$ cat config.mk
export PLATFORM = sky130hd
export DESIGN_NAME = mc_sequencer_flat
export DESIGN_NICKNAME = d
export VERILOG_FILES = /design/src/rtl/mc_sequencer_if.sv /design/src/rtl/mc_sequencer.sv /design/src/flat_wrapper.sv
export SDC_FILE = /design/constraint.sdc
export NUM_CORES = 1
export LEC_CHECK = 0
export CORE_MARGIN = 8
export CORE_UTILIZATION = 50
export DETAILED_ROUTE_END_ITERATION = 10
export HOLD_SLACK_MARGIN = 0.06
export PLACE_DENSITY = 0.8
export SLEW_MARGIN = 20
export SYNTH_ARGS = -nofsm -noshare
export SYNTH_HDL_FRONTEND = slang
export SYNTH_SLANG_ARGS = --single-unit
$ cat constraint.sdc
create_clock -name clk -period 7 [get_ports clk]
set_clock_uncertainty 0.2 [all_clocks]
set_input_delay 1.4 -clock clk [delete_from_list [all_inputs] [get_ports clk]]
set_output_delay 1.4 -clock clk [all_outputs]
set_load 0.03 [all_outputs]
$ cat src/rtl/mc_sequencer_if.sv
// ---------------------------------------------------------------------------
// mc_sequencer_if
//   Shared instruction/data memory handshake between the sequencer and the
//   memory port.
//   mem_req  : request, held high until mem_ack
//   mem_we   : 1 = write (SW), 0 = read
//   mem_sel  : address source, 0 = PC, 1 = ALU result
//   mem_ack  : memory completes the current request this cycle
//   master = sequencer side, slave = memory side.
// ---------------------------------------------------------------------------
interface mc_sequencer_if;
  logic mem_req;
  logic mem_we;
  logic mem_sel;
  logic mem_ack;

  modport master (output mem_req, output mem_we, output mem_sel, input mem_ack);
  modport slave  (input mem_req, input mem_we, input mem_sel, output mem_ack);
endinterface

$ cat src/rtl/mc_sequencer.sv
// ---------------------------------------------------------------------------
// mc_sequencer
//   Multi-cycle MIPS control FSM: FETCH -> DECODE -> EXEC -> MEM -> WB over a
//   single shared memory port. Traps on illegal opcodes and memory timeouts,
//   and counts retired instructions.
// Ports
//   clk, rst_n       : clock, synchronous active-low reset
//   mem              : memory handshake (master modport)
//   run_i            : fetch enable, sampled in FETCH
//   opcode_i/funct_i : IR[31:26] / IR[5:0]
//   zero_i           : ALU zero flag (EXEC)
//   ir_wr_o .. wb_src_o : datapath enables and mux selects
//   instr_retired_o  : one-cycle pulse in the last cycle of an instruction
//   retired_cnt_o    : wrapping retired-instruction count
//   illegal_o/bus_err_o : sticky trap causes
//   state_o          : FETCH=0 DECODE=1 EXEC=2 MEM=3 WB=4 TRAP=7
// ---------------------------------------------------------------------------
module mc_sequencer #(
  parameter int unsigned MEM_TIMEOUT = 255,
  parameter int unsigned RET_W       = 32
) (
  input  logic              clk,
  input  logic              rst_n,
  mc_sequencer_if.master    mem,
  input  logic              run_i,
  input  logic [5:0]        opcode_i,
  input  logic [5:0]        funct_i,
  input  logic              zero_i,
  output logic              ir_wr_o,
  output logic              pc_wr_o,
  output logic [1:0]        pc_src_o,
  output logic              alu_src_b_o,
  output logic              reg_wr_o,
  output logic [1:0]        reg_dst_o,
  output logic [1:0]        wb_src_o,
  output logic              instr_retired_o,
  output logic [RET_W-1:0]  retired_cnt_o,
  output logic              illegal_o,
  output logic              bus_err_o,
  output logic [2:0]        state_o
);

  typedef enum logic [2:0] {
    S_FETCH  = 3'd0,
    S_DECODE = 3'd1,
    S_EXEC   = 3'd2,
    S_MEM    = 3'd3,
    S_WB     = 3'd4,
    S_TRAP   = 3'd7
  } state_t;

  // Counter value at which one more unacknowledged cycle means timeout.
  localparam logic [15:0] TMO_LAST = 16'(MEM_TIMEOUT - 1);

  state_t             state_q, state_d;
  logic [15:0]        tmo_q;
  logic               fetch_busy_q;
  logic [RET_W-1:0]   retired_cnt_q;
  logic               illegal_q, bus_err_q;

  logic is_rtype, is_jr, is_rtype_alu, is_j, is_jal, is_beq, is_bne;
  logic is_imm_alu, is_lw, is_sw, legal;
  logic req_c, we_c, sel_c, tmo_hit, tmo_trap;

  always_comb begin
    is_rtype     = (opcode_i == 6'h00);
    is_jr        = is_rtype && (funct_i == 6'h08);
    is_rtype_alu = is_rtype && (funct_i inside {6'h21, 6'h23, 6'h24, 6'h25,
                                                6'h26, 6'h2A, 6'h2B});
    is_j         = (opcode_i == 6'h02);
    is_jal       = (opcode_i == 6'h03);
    is_beq       = (opcode_i == 6'h04);
    is_bne       = (opcode_i == 6'h05);
    is_imm_alu   = (opcode_i inside {6'h08, 6'h09, 6'h0A, 6'h0B,
                                     6'h0D, 6'h0E, 6'h0F});
    is_lw        = (opcode_i == 6'h23);
    is_sw        = (opcode_i == 6'h2B);
    legal        = is_jr | is_rtype_alu | is_j | is_jal | is_beq | is_bne |
                   is_imm_alu | is_lw | is_sw;
  end

  // An ack in the same cycle as the last allowed wait cycle wins.
  assign tmo_hit = !mem.mem_ack && (tmo_q == TMO_LAST);

  always_comb begin
    state_d     = state_q;
    req_c       = 1'b0;
    we_c        = 1'b0;
    sel_c       = 1'b0;
    ir_wr_o     = 1'b0;
    pc_wr_o     = 1'b0;
    pc_src_o    = 2'd0;
    alu_src_b_o = 1'b0;
    reg_wr_o    = 1'b0;
    reg_dst_o   = 2'd0;
    wb_src_o    = 2'd0;
    tmo_trap    = 1'b0;
    case (state_q)
      S_FETCH: begin
        // Once a fetch has started it is held until ack even if run drops.
        if (run_i || fetch_busy_q) begin
          req_c = 1'b1;
          if (mem.mem_ack) begin
            ir_wr_o = 1'b1;
            pc_wr_o = 1'b1;
            state_d = S_DECODE;
          end else if (tmo_hit) begin
            tmo_trap = 1'b1;
            state_d  = S_TRAP;
          end
        end
      end
      S_DECODE: begin
        if (!legal) begin
          state_d = S_TRAP;
        end else if (is_j || is_jal) begin
          pc_wr_o  = 1'b1;
          pc_src_o = 2'd2;
          if (is_jal) begin
            reg_wr_o  = 1'b1;
            reg_dst_o = 2'd2;
            wb_src_o  = 2'd2;
          end
          state_d = S_FETCH;
        end else if (is_jr) begin
          pc_wr_o  = 1'b1;
          pc_src_o = 2'd3;
          state_d  = S_FETCH;
        end else begin
          state_d = S_EXEC;
        end
      end
      S_EXEC: begin
        alu_src_b_o = !(is_rtype || is_beq || is_bne);
        if (is_beq || is_bne) begin
          pc_src_o = 2'd1;
          pc_wr_o  = is_beq ? zero_i : !zero_i;
          state_d  = S_FETCH;
        end else if (is_lw || is_sw) begin
          state_d = S_MEM;
        end else begin
          state_d = S_WB;
        end
      end
      S_MEM: begin
        req_c = 1'b1;
        sel_c = 1'b1;
        we_c  = is_sw;
        if (mem.mem_ack) begin
          state_d = is_sw ? S_FETCH : S_WB;
        end else if (tmo_hit) begin
          tmo_trap = 1'b1;
          state_d  = S_TRAP;
        end
      end
      S_WB: begin
        reg_wr_o  = 1'b1;
        reg_dst_o = is_rtype ? 2'd1 : 2'd0;
        wb_src_o  = is_lw ? 2'd1 : 2'd0;
        state_d   = S_FETCH;
      end
      S_TRAP:  state_d = S_TRAP;
      default: state_d = S_TRAP;
    endcase
  end

  assign instr_retired_o = (state_q != S_FETCH) && (state_d == S_FETCH);

  always_ff @(posedge clk) begin
    if (!rst_n) begin
      state_q       <= S_FETCH;
      tmo_q         <= 16'd0;
      fetch_busy_q  <= 1'b0;
      retired_cnt_q <= '0;
      illegal_q     <= 1'b0;
      bus_err_q     <= 1'b0;
    end else begin
      state_q <= state_d;
      // Count only unacknowledged request cycles that stay in the same state.
      if (req_c && !mem.mem_ack && (state_d == state_q))
        tmo_q <= tmo_q + 16'd1;
      else
        tmo_q <= 16'd0;
      fetch_busy_q <= (state_q == S_FETCH) && req_c && !mem.mem_ack &&
                      (state_d == S_FETCH);
      if (instr_retired_o)
        retired_cnt_q <= retired_cnt_q + RET_W'(1);
      if ((state_q == S_DECODE) && !legal)
        illegal_q <= 1'b1;
      if (tmo_trap)
        bus_err_q <= 1'b1;
    end
  end

  assign mem.mem_req   = req_c;
  assign mem.mem_we    = we_c;
  assign mem.mem_sel   = sel_c;
  assign retired_cnt_o = retired_cnt_q;
  assign illegal_o     = illegal_q;
  assign bus_err_o     = bus_err_q;
  assign state_o       = state_q;

endmodule

$ cat src/flat_wrapper.sv
// flat-port wrapper written by rule: the top's interface ports become plain ports
module mc_sequencer_flat 
#(
  parameter int unsigned MEM_TIMEOUT = 255,
  parameter int unsigned RET_W       = 32
)
  (clk, rst_n, run_i, opcode_i, funct_i, zero_i, ir_wr_o, pc_wr_o, pc_src_o, alu_src_b_o, reg_wr_o, reg_dst_o, wb_src_o, instr_retired_o, retired_cnt_o, illegal_o, bus_err_o, state_o, mem_mem_req, mem_mem_we, mem_mem_sel, mem_mem_ack);
  mc_sequencer_if mem_i ();
  input  logic clk;
  input  logic rst_n;
  input  logic run_i;
  input  logic [5:0] opcode_i;
  input  logic [5:0] funct_i;
  input  logic zero_i;
  output logic ir_wr_o;
  output logic pc_wr_o;
  output logic [1:0] pc_src_o;
  output logic alu_src_b_o;
  output logic reg_wr_o;
  output logic [1:0] reg_dst_o;
  output logic [1:0] wb_src_o;
  output logic instr_retired_o;
  output logic [RET_W-1:0] retired_cnt_o;
  output logic illegal_o;
  output logic bus_err_o;
  output logic [2:0] state_o;
  output wire logic [$bits(mem_i.mem_req)-1:0] mem_mem_req;
  output wire logic [$bits(mem_i.mem_we)-1:0] mem_mem_we;
  output wire logic [$bits(mem_i.mem_sel)-1:0] mem_mem_sel;
  input wire logic [$bits(mem_i.mem_ack)-1:0] mem_mem_ack;
  assign mem_mem_req = mem_i.mem_req;
  assign mem_mem_we = mem_i.mem_we;
  assign mem_mem_sel = mem_i.mem_sel;
  assign mem_i.mem_ack = mem_mem_ack;
  mc_sequencer #(.MEM_TIMEOUT(MEM_TIMEOUT), .RET_W(RET_W)) u_core (.clk(clk), .rst_n(rst_n), .mem(mem_i), .run_i(run_i), .opcode_i(opcode_i), .funct_i(funct_i), .zero_i(zero_i), .ir_wr_o(ir_wr_o), .pc_wr_o(pc_wr_o), .pc_src_o(pc_src_o), .alu_src_b_o(alu_src_b_o), .reg_wr_o(reg_wr_o), .reg_dst_o(reg_dst_o), .wb_src_o(wb_src_o), .instr_retired_o(instr_retired_o), .retired_cnt_o(retired_cnt_o), .illegal_o(illegal_o), .bus_err_o(bus_err_o), .state_o(state_o));
endmodule
**Yosys cells after proc, flatten, opt, wreduce, memory -nomap -nowiden**

Index checks and enable logic that the tools add are counted.
Widths: inputs -> output; s select.

- Flip-flop bits (word level): 54
- Bits in latches: 0
- Bits in writable memories: 0
- Bits in read-only memories: 0
- Output and inout bits: 51
- Memories: 0

- Add/sub/neg operators: 2
- Multipliers: 0
- Divide/modulo/power cells: 0
- Order comparisons: 0
- Eq/ne operators: 27
- Shift-type cells: 0
- Mux-type cells: 45
- Bitwise logic cells: 8
- Reductions and logical operators: 27

Operator list:

| kind | count |
|---|---|
| $eq 6x6->1 const B | 9 |
| $eq 6x4->1 const B | 8 |
| $add 32x1->32 const B | 1 |
| $mux 3 | 9 |
| $mux 1 | 21 |
| $add 16x1->16 const B | 1 |
| $eq 16x8->1 const B | 1 |
| $pmux 3 s5 | 1 |
| $mux 2 | 7 |
| $reduce_bool 7->1 | 2 |
| $eq 6x2->1 const B | 2 |
| $eq 6x3->1 const B | 2 |
| $pmux 2 s2 | 3 |
| $logic_and 1x1->1 | 10 |
| $or 1x1->1 | 8 |
| $eq 3x2->1 const B | 2 |
| $logic_not 3->1 | 2 |
| $logic_not 6->1 | 1 |
| $logic_or 1x1->1 | 6 |
| $pmux 1 s2 | 3 |
| $logic_not 1->1 | 4 |
| $eq 3x1->1 const B | 1 |
| $eq 3x3->1 | 1 |
| $eq 3x3->1 const B | 1 |
| other kinds (3) | 3 |

**Depth between registers and ports, before layout**

Gate-level depths: netlist of run 1.

- Depth in word-level cells: 16
- Mapped depth: 11
- Gate-level depth less buffers: 8

**Worst setup path before layout of run 1**

No wires, ideal clock.

- Path type: in2out
- Start point: input port opcode_i[3]
- End point: output port instr_retired_o
- Arrival: 3.112 ns
- Path slack: 2.288 ns
- Stages on the path: 7
- Cell sequence: buf_6 -> nor4_2 -> nand2_1 -> a311o_2 -> buf_6 -> buf_6 -> nor3_2

- Cells in the longest elaborated chain, start to end: 14
- Elaborated cells between the ends (all ways): 38
- Classes of those cells: eq/ne: 13; mux: 8; bitwise: 8; reduce/logical: 9

RTL lines:

| element | line | source |
|---|---|---|
| start: declaration | flat_wrapper.sv:12 | `input logic [5:0] opcode_i;` |
| $logic_not 6->1 | mc_sequencer.sv:66 | `is_rtype = (opcode_i == 6'h00);` |
| $logic_and 1x1->1 (on tied branches) | mc_sequencer.sv:67, mc_sequencer.sv:68 |  |
| $or 1x1->1 (6 in series) | mc_sequencer.sv:78 | `legal = is_jr \| is_rtype_alu \| is_j \| is_jal \| is_beq \| is_bne \|` |
| $or 1x1->1 (2 in series) | mc_sequencer.sv:79 | `is_imm_alu \| is_lw \| is_sw;` |
| $mux 3 | mc_sequencer.sv:114 | `if (!legal) begin` |
| $pmux 3 s5 (*) | mc_sequencer.sv:98 | `case (state_q)` |
| $logic_not 3->1 (*) | mc_sequencer.sv:167 | `assign instr_retired_o = (state_q != S_FETCH) && (state_d == S_FETCH);` |
| $logic_and 1x1->1 (*) | mc_sequencer.sv:167 |  |
| end: declaration | flat_wrapper.sv:22 | `output logic instr_retired_o;` |

Mark *: on every way between the ends. The rest lies on a longest branch, timed or not.

**Worst setup path in the final report of run 1**

Same ends and word-level chain as after synthesis.

==> summary.md, run 1 <==
| Metric | Value |
|---|---|
| Status | complete, no violations |
| Worst hold path class | flop to flop |
| DRT Pass-1 Iters | 4 |
| Sw Share | 0.328 |
| Worst-skew pair later-pin latency | 0.31 ns |
| Yosys top cell by area | dfxtp_1 |
| Pwr/cell area | 177 mW/mm^2 |
| Met3 Use GR | 0.0477 |
| Max_slew headroom | 0.302 |
| Antenna violations before repair | 0 |
| Startpoint Class | primary input |
| Final hold violations | 0 |
| Met1 Usage GRT | 0.205 |
| # H-tree levels | 2 |
| Syn Nets | 380 |
| Core Util, Final | 0.636 |
| Cells after Synth | 360 |
| Post-route ant nets | 0 |
| Worst-Margin Slew | 1.05 ns |
| Remaining global-route overflow | 0 |
| Worst setup EP type | primary output |
| Final worst slack | 1.43 ns |
| Hold Crit Depth | 2 |
| DP HPWL | 5.33 mm |
| PostCTS Resize Cnt | 0 |
| Top FF cell, synth | dfxtp_1 |
| Top cells by count, synth | 54 x dfxtp_1, 34 x nor2_1, 32 x nand2_1 |
| Layout Nets | 437 |
| Layout cells sized above 1 | 0.0431 |
| Max Cap Viol | 0 |
| Post-synth cell types | 53 |
| R2R Path End | u_core.retired_cnt_o[5] |
| Post-synth top area share | 0.367 |
| Vias in the first global route | 2,699 |
| Area Growth Syn to Fin | 25.8% |
| Core outline area | 0.00582 mm^2 |
| Hold Path End | u_core.illegal_o |
| Synth warn | 0 |
| Synthesized area per cell | 8.17 um^2 |
| Initial Utilization | 0.506 |
| Clock sink count | 54 |
| Critical path required time | 5.40 ns |
| Diodes inserted | 0 |
| Number of setup violations in the final report | 0 |
| Final max-slew violation count | 0 |
| Unrepaired setup endpoints after global routing | false |
| Clk slew on worst S/H paths | 0.10 ns |
| Worst EP arrival | 3.97 ns |
| Post-synth EDFFs | 0 |
| Critical Path, Cell by Cell | clkdlybuf4s50_1 > nor4_2 > nand2_1 > a311o_2 > nor3_2 > clkdlybuf4s50_1 |
| Seq pwr share | 0.497 |
| Sequential fraction of the synthesis area | 0.367 |
| Number of synthesized register bits | 54 |
| Vias | 2,945 |
| Setup WS pre-CTS | 1.42 ns |
| RR Startpoint | u_core.tmo_q[1] |
| Fin crit share | 0.795 |
| DR iter-0 viols | 139 |
| Die area | 0.00860 mm^2 |
| Comb power frac | 0.237 |
| DRC | 0 |
| CP peak stage delay | 0.74 ns |
| Critical path type | primary input to primary output |
| Setup bufs post-CTS | 0 |
| Most common cell in the synthesized netlist | dfxtp_1 |
| CTS Root Cell | clkbuf_8 |
| Total wire length | 7.41 mm |
| Die height | 92.7 um |
| R2R cell count | 8 |
| P_leak | 1.15 nW |
| Internal Power | 0.000441 W |
| R2R Setup Slk | 4.13 ns |
| Crit path top cell by count | clkdlybuf4s50_1 |
| Total CTS buffers | 5 |
| Routed WL per cell | 15.0 um |
| Setup_tns | 0 ns |
| VDD IR-drop max | 0.118 mV |
| Global-route wire length before repair | 12.2 mm |
| Row count | 28 |
| Die X | 92.7 um |
| Post-CTS Hold Buffers | 0 |
| Clk pwr share | 0.266 |
| Net Switching | 0.000215 W |
| Largest net degree at the start of global routing | 56 |
| Slowest stage cell, crit path | clkdlybuf4s50_1 |
| CTS Buffer Depth | 2 |
| Input/output buffers | 67 |
| Synthesized cell area | 0.00294 mm^2 |
| I/O pin count | 68 |
| Critical hold path startpoint | u_core.illegal_o |
| Area contributors post-synth | dfxtp_1 37%, o31ai_1 5.9%, or4_1 5.9% |
| Vias/cell | 5.97 |
| Post-route minimum period | 5.57 ns |
| CTS tree | done |
| Final GP Congestion | 0.817 |
| Async S/R FF share, synth | 0 |
| Fmax | 180 MHz |
| Total GRT Usage | 0.168 |
| GR Layer Usage met2 | 0.279 |
| Crit path max fanout | 9 |
| Grt peak-use layer | met2 |
[power groups by stage]
stage               Sequential (W)  Clock [W]  Combinational (W)
floorplan                 0.000342          0          0.0000942
global placement          0.000334          0           0.000154
detailed placement        0.000334          0           0.000156
CTS                       0.000327   0.000178           0.000156
global route              0.000328   0.000189           0.000167
finish                    0.000327   0.000175           0.000155
[layout make-up]
type	count	area [um^2]
Multi-Input combinational cell	278	1720
Clock inverter	3	21.3
Inverter	9	33.8
Clock buffer	5	68.8
Sequential cell	54	1080
Timing Repair Buffer	69	686
Fill cell	533	2110
Tap cell	75	93.8
[layout by cell type, fill, tap and decap left out, drive strengths merged, types with 3 or more instances in the layout]
| cell | n |
|---|---|
| clkbuf | 5 |
| or3 | 6 |
| clkdlybuf4s50 | 67 |
| nand4 | 11 |
| o21ai | 5 |
| o31ai | 23 |
| ha | 3 |
| inv | 9 |
| nor2 | 34 |
| mux2i | 5 |
| dfxtp | 54 |
| and4 | 5 |
| a21oi | 28 |
| nand2 | 33 |
| nor4 | 10 |
| or4 | 23 |
| nand2b | 8 |
| xnor2 | 7 |
| xor2 | 9 |
| and3 | 9 |
| nor3 | 6 |
| nand3 | 24 |
[through the flow]
step	power (W)	cells	instance area, um^2	hold slack, ns
after CTS	0.000661	493	3700	0.254
after detailed placement	0.000490	485	3610	0.239
final	0.000657	493	3700	0.251
after floorplan	0.000437	360	2940	0.237
after global placement	0.000488	485	3610	0.236
after global routing	0.000684	493	3700	0.276
[state kept, by name, summed over array words and instances (netlist names)]
name and cells:
u_core.bus_err_o 1, u_core.fetch_busy_q 1, u_core.illegal_o 1, u_core.retired_cnt_o 32, u_core.state_o 3, u_core.tmo_q 16
[worst max-delay path by stage]
stage                            from               to  depth (start not counted)
after global routing      mem_mem_ack  instr_retired_o                          7
after global placement    opcode_i[3]  instr_retired_o                          6
after detailed placement  opcode_i[3]  instr_retired_o                          6
after CTS                 opcode_i[3]  instr_retired_o                          6
final                     opcode_i[3]  instr_retired_o                          6
after floorplan           opcode_i[3]  instr_retired_o                          7
[worst max-delay path: cells and delay by family]
kind            cells  cell delay (ns)
buf+inv             2             1.32
simple gates        3             0.81
compound gates      1             0.44
[routing by layer]
metal / vias up / part of all wire
li1: 1467 / -
met1: 1374 / 0.44
met2: 96 / 0.48
met3: 8 / 0.073
met4: 0 / 0.011
met5: - / 0
[cells by family (layout without fill, tap and decap cells)]
family | Yosys count | in the layout | synth area share
AND/OR/NAND/NOR | 182 | 182 | 0.346
AO/OA/AOI/OAI | 72 | 72 | 0.160
flip-flops | 54 | 54 | 0.367
buffers and inverters | 28 | 86 | 0.0493
XOR/XNOR | 16 | 16 | 0.0476
multiplexers | 5 | 5 | 0.0170
adder cells (fa/ha/maj) | 3 | 3 | 0.0128
(Power assumes the default switching activity.)
==> run 2: changes to the inputs <==
--- a/config.mk
+++ b/config.mk
@@ -6,10 +6,10 @@
 export NUM_CORES = 1
 export LEC_CHECK = 0
 export CORE_MARGIN = 8
-export CORE_UTILIZATION = 50
+export CORE_UTILIZATION = 45
 export DETAILED_ROUTE_END_ITERATION = 10
 export HOLD_SLACK_MARGIN = 0.06
-export PLACE_DENSITY = 0.8
+export PLACE_DENSITY = 0.76
 export SLEW_MARGIN = 20
 export SYNTH_ARGS = -nofsm -noshare
 export SYNTH_HDL_FRONTEND = slang
==> constraint.sdc (replaced) <==
create_clock -name clk -period 4.75 [get_ports clk]
set_clock_uncertainty 0.2 [all_clocks]
set_input_delay 0.95 -clock clk [delete_from_list [all_inputs] [get_ports clk]]
set_output_delay 0.95 -clock clk [all_outputs]
set_load 0.03 [all_outputs]
==> summary.md, run 2 (synthesis results as in run 1) <==
| Metric | Value |
|---|---|
| Final worst slack | 0.458 ns (-0.975 ns) |
| I/O pin count | 68 (unchanged) |
| Post-CTS Hold Buffers | 0 (unchanged) |
| PostCTS Resize Cnt | 0 (unchanged) |
| Number of setup violations in the final report | 0 (unchanged) |
| Total GRT Usage | 0.159 (-0.00876) |
| Diodes inserted | 0 (unchanged) |
| Startpoint Class | primary input |
| Initial Utilization | 0.463 (-0.0426) |
| Critical path required time | 3.60 ns (-1.80 ns) |
| Layout Nets | 437 (unchanged) |
| Crit path top cell by count | clkdlybuf4s50_1 |
| Final hold violations | 0 (unchanged) |
| Post-route ant nets | 0 (unchanged) |
| Post-route insts no fill | 495 (+0.41%) |
| Final max-slew violation count | 0 (unchanged) |
| Final hold slack | 0.253 ns (+0.00114 ns) |
| Final GP Congestion | 0.795 (-2.8%) |
| Die area | 0.00938 mm^2 (+9.2%) |
| Fin crit share | 0.904 |
| Post-route cell area | 0.00371 mm^2 (+0.24%) |
| Vias/cell | 6.00 (+0.44%) |
| Critical path type | primary input to primary output |
| Fmax | 233 MHz |
| Max Cap Viol | 0 (unchanged) |
| Setup_tns | 0 ns (unchanged) |
| Total wire length | 7.57 mm (+2.2%) |
| Pwr/cell area | 266 mW/mm^2 (+50%) |
| DR iter-0 viols | 189 (+36%) |
| DRC | 0 (unchanged) |
| Setup bufs post-CTS | 0 (unchanged) |
| VDD IR-drop max | 0.144 mV (+22%) |
| CP peak stage delay | 0.66 ns (-0.08 ns) |
| Worst-skew pair later-pin latency | 0.31 ns (about the same) |
| DRT Pass-1 Iters | 4 (unchanged) |
| Unrepaired setup endpoints after global routing | false |
| Post-route minimum period | 4.29 ns |
| Setup WS pre-CTS | 0.451 ns (-0.973 ns) |
| Core outline area | 0.00635 mm^2 (+9.2%) |
| Slowest stage cell, crit path | clkdlybuf4s50_1 |
| Buf/Inv on CP | 2 (unchanged) |
| Layout cells sized above 1 | 0.0455 (+0.00239) |
| Crit path max fanout | 7 (-2) |
| # H-tree levels | 2 (unchanged) |
| Total CTS buffers | 5 (unchanged) |
| Worst hold path class | flop to flop |
| Largest net degree at the start of global routing | 56 (unchanged) |
| Placed instance area | 0.00361 mm^2 (unchanged) |
| Antenna violations before repair | 0 (unchanged) |
| Input/output buffers | 67 (unchanged) |
| Critical Path, Cell by Cell | clkdlybuf4s50_1 > nor3_1 > nand3b_1 > a21boi_0 > or3_1 > clkdlybuf4s50_1 |
| Vias in the first global route | 2,806 (+4.0%) |
| DP HPWL | 5.43 mm (+1.9%) |
| Clk slew on worst S/H paths | 0.09 ns (about the same) |
| CTS Root Cell | clkbuf_8 |
| Routed WL per cell | 15.3 um (+1.8%) |
| Die height | 96.9 um (+4.5%) |
| Remaining global-route overflow | 0 (unchanged) |
| Area Growth Syn to Fin | 26.1% |
| Commonest non-fill, non-tap cell in the layout | clkdlybuf4s50_1 |
| Worst-Margin Slew | 1.01 ns (-0.0372 ns) |
| Row count | 29 (+3.6%) |
| Commonest non-fill, non-tap cells in the layout | 66 x clkdlybuf4s50_1, 54 x dfxtp_1, 34 x nor2_1 |
| Dpl cells | 487 (+0.41%) |
| Max reg flops | 32 (unchanged) |
| Max_slew headroom | 0.327 (+0.0248) |
| Die X | 96.9 um (+4.5%) |
| Vias | 2,970 (+0.85%) |
| Status | complete, no violations |
| P_leak | 1.15 nW (+0.46%) |
| Clock sink count | 54 (unchanged) |
| CTS tree | done |
| Critical path's top delay family | buffers and inverters |
| Worst setup EP type | primary output |
| Global-route wire length before repair | 13.2 mm (+8.0%) |
| Worst EP arrival | 3.14 ns (-0.83 ns) |
| CTS Buffer Depth | 2 (unchanged) |
run 2: area by class of cell:
type | count | area [um^2]
clock buffer | 6 | 82.6
clock inverter | 2 | 16.3
fill | 563 | 2640
inverter | 9 | 33.8
multi-input combinational | 278 | 1720
sequential | 54 | 1080
tap | 77 | 96.3
timing repair buffer | 69 | 683
run 2: metal layers:
layer,GRT usage,part of all wire,wire (um)
met5,0,0,0
met1,0.192,0.44,3350
met3,0.0441,0.057,428
met2,0.267,0.49,3680
met4,0.0485,0.014,106
run 2: worst paths after layout:
path	startpoint	end	slack, ns	cells past startpoint
worst max-delay path	opcode_i[2]	pc_wr_o	0.46	6
worst max register to register	u_core.tmo_q[1]	u_core.retired_cnt_o[23]	1.82	8
worst min-delay path	u_core.illegal_o	u_core.illegal_o	0.25	2
worst min register to register	u_core.illegal_o	u_core.illegal_o	0.25	2
run 2: report_power, final:
| part | switching (W) | internal [W] |
|---|---|---|
| logic | 0.000149 | 0.0000811 |
| registers | 0.0000164 | 0.000464 |
| clock network | 0.000156 | 0.000120 |
run 2: stage by stage:
stage | power, W | utilization
floorplan | 0.000643 | -
global placement | 0.000718 | 0.569
detailed placement | 0.000721 | 0.569
CTS | 0.000996 | 0.584
global route | 0.00103 | 0.584
finish | 0.000988 | 0.584
run 2: tightest hold or removal path, stage by stage, from the launching register on:
cell     delay (ns)
dfxtp_1        0.32
inv_1          0.05
a21oi_1        0.05
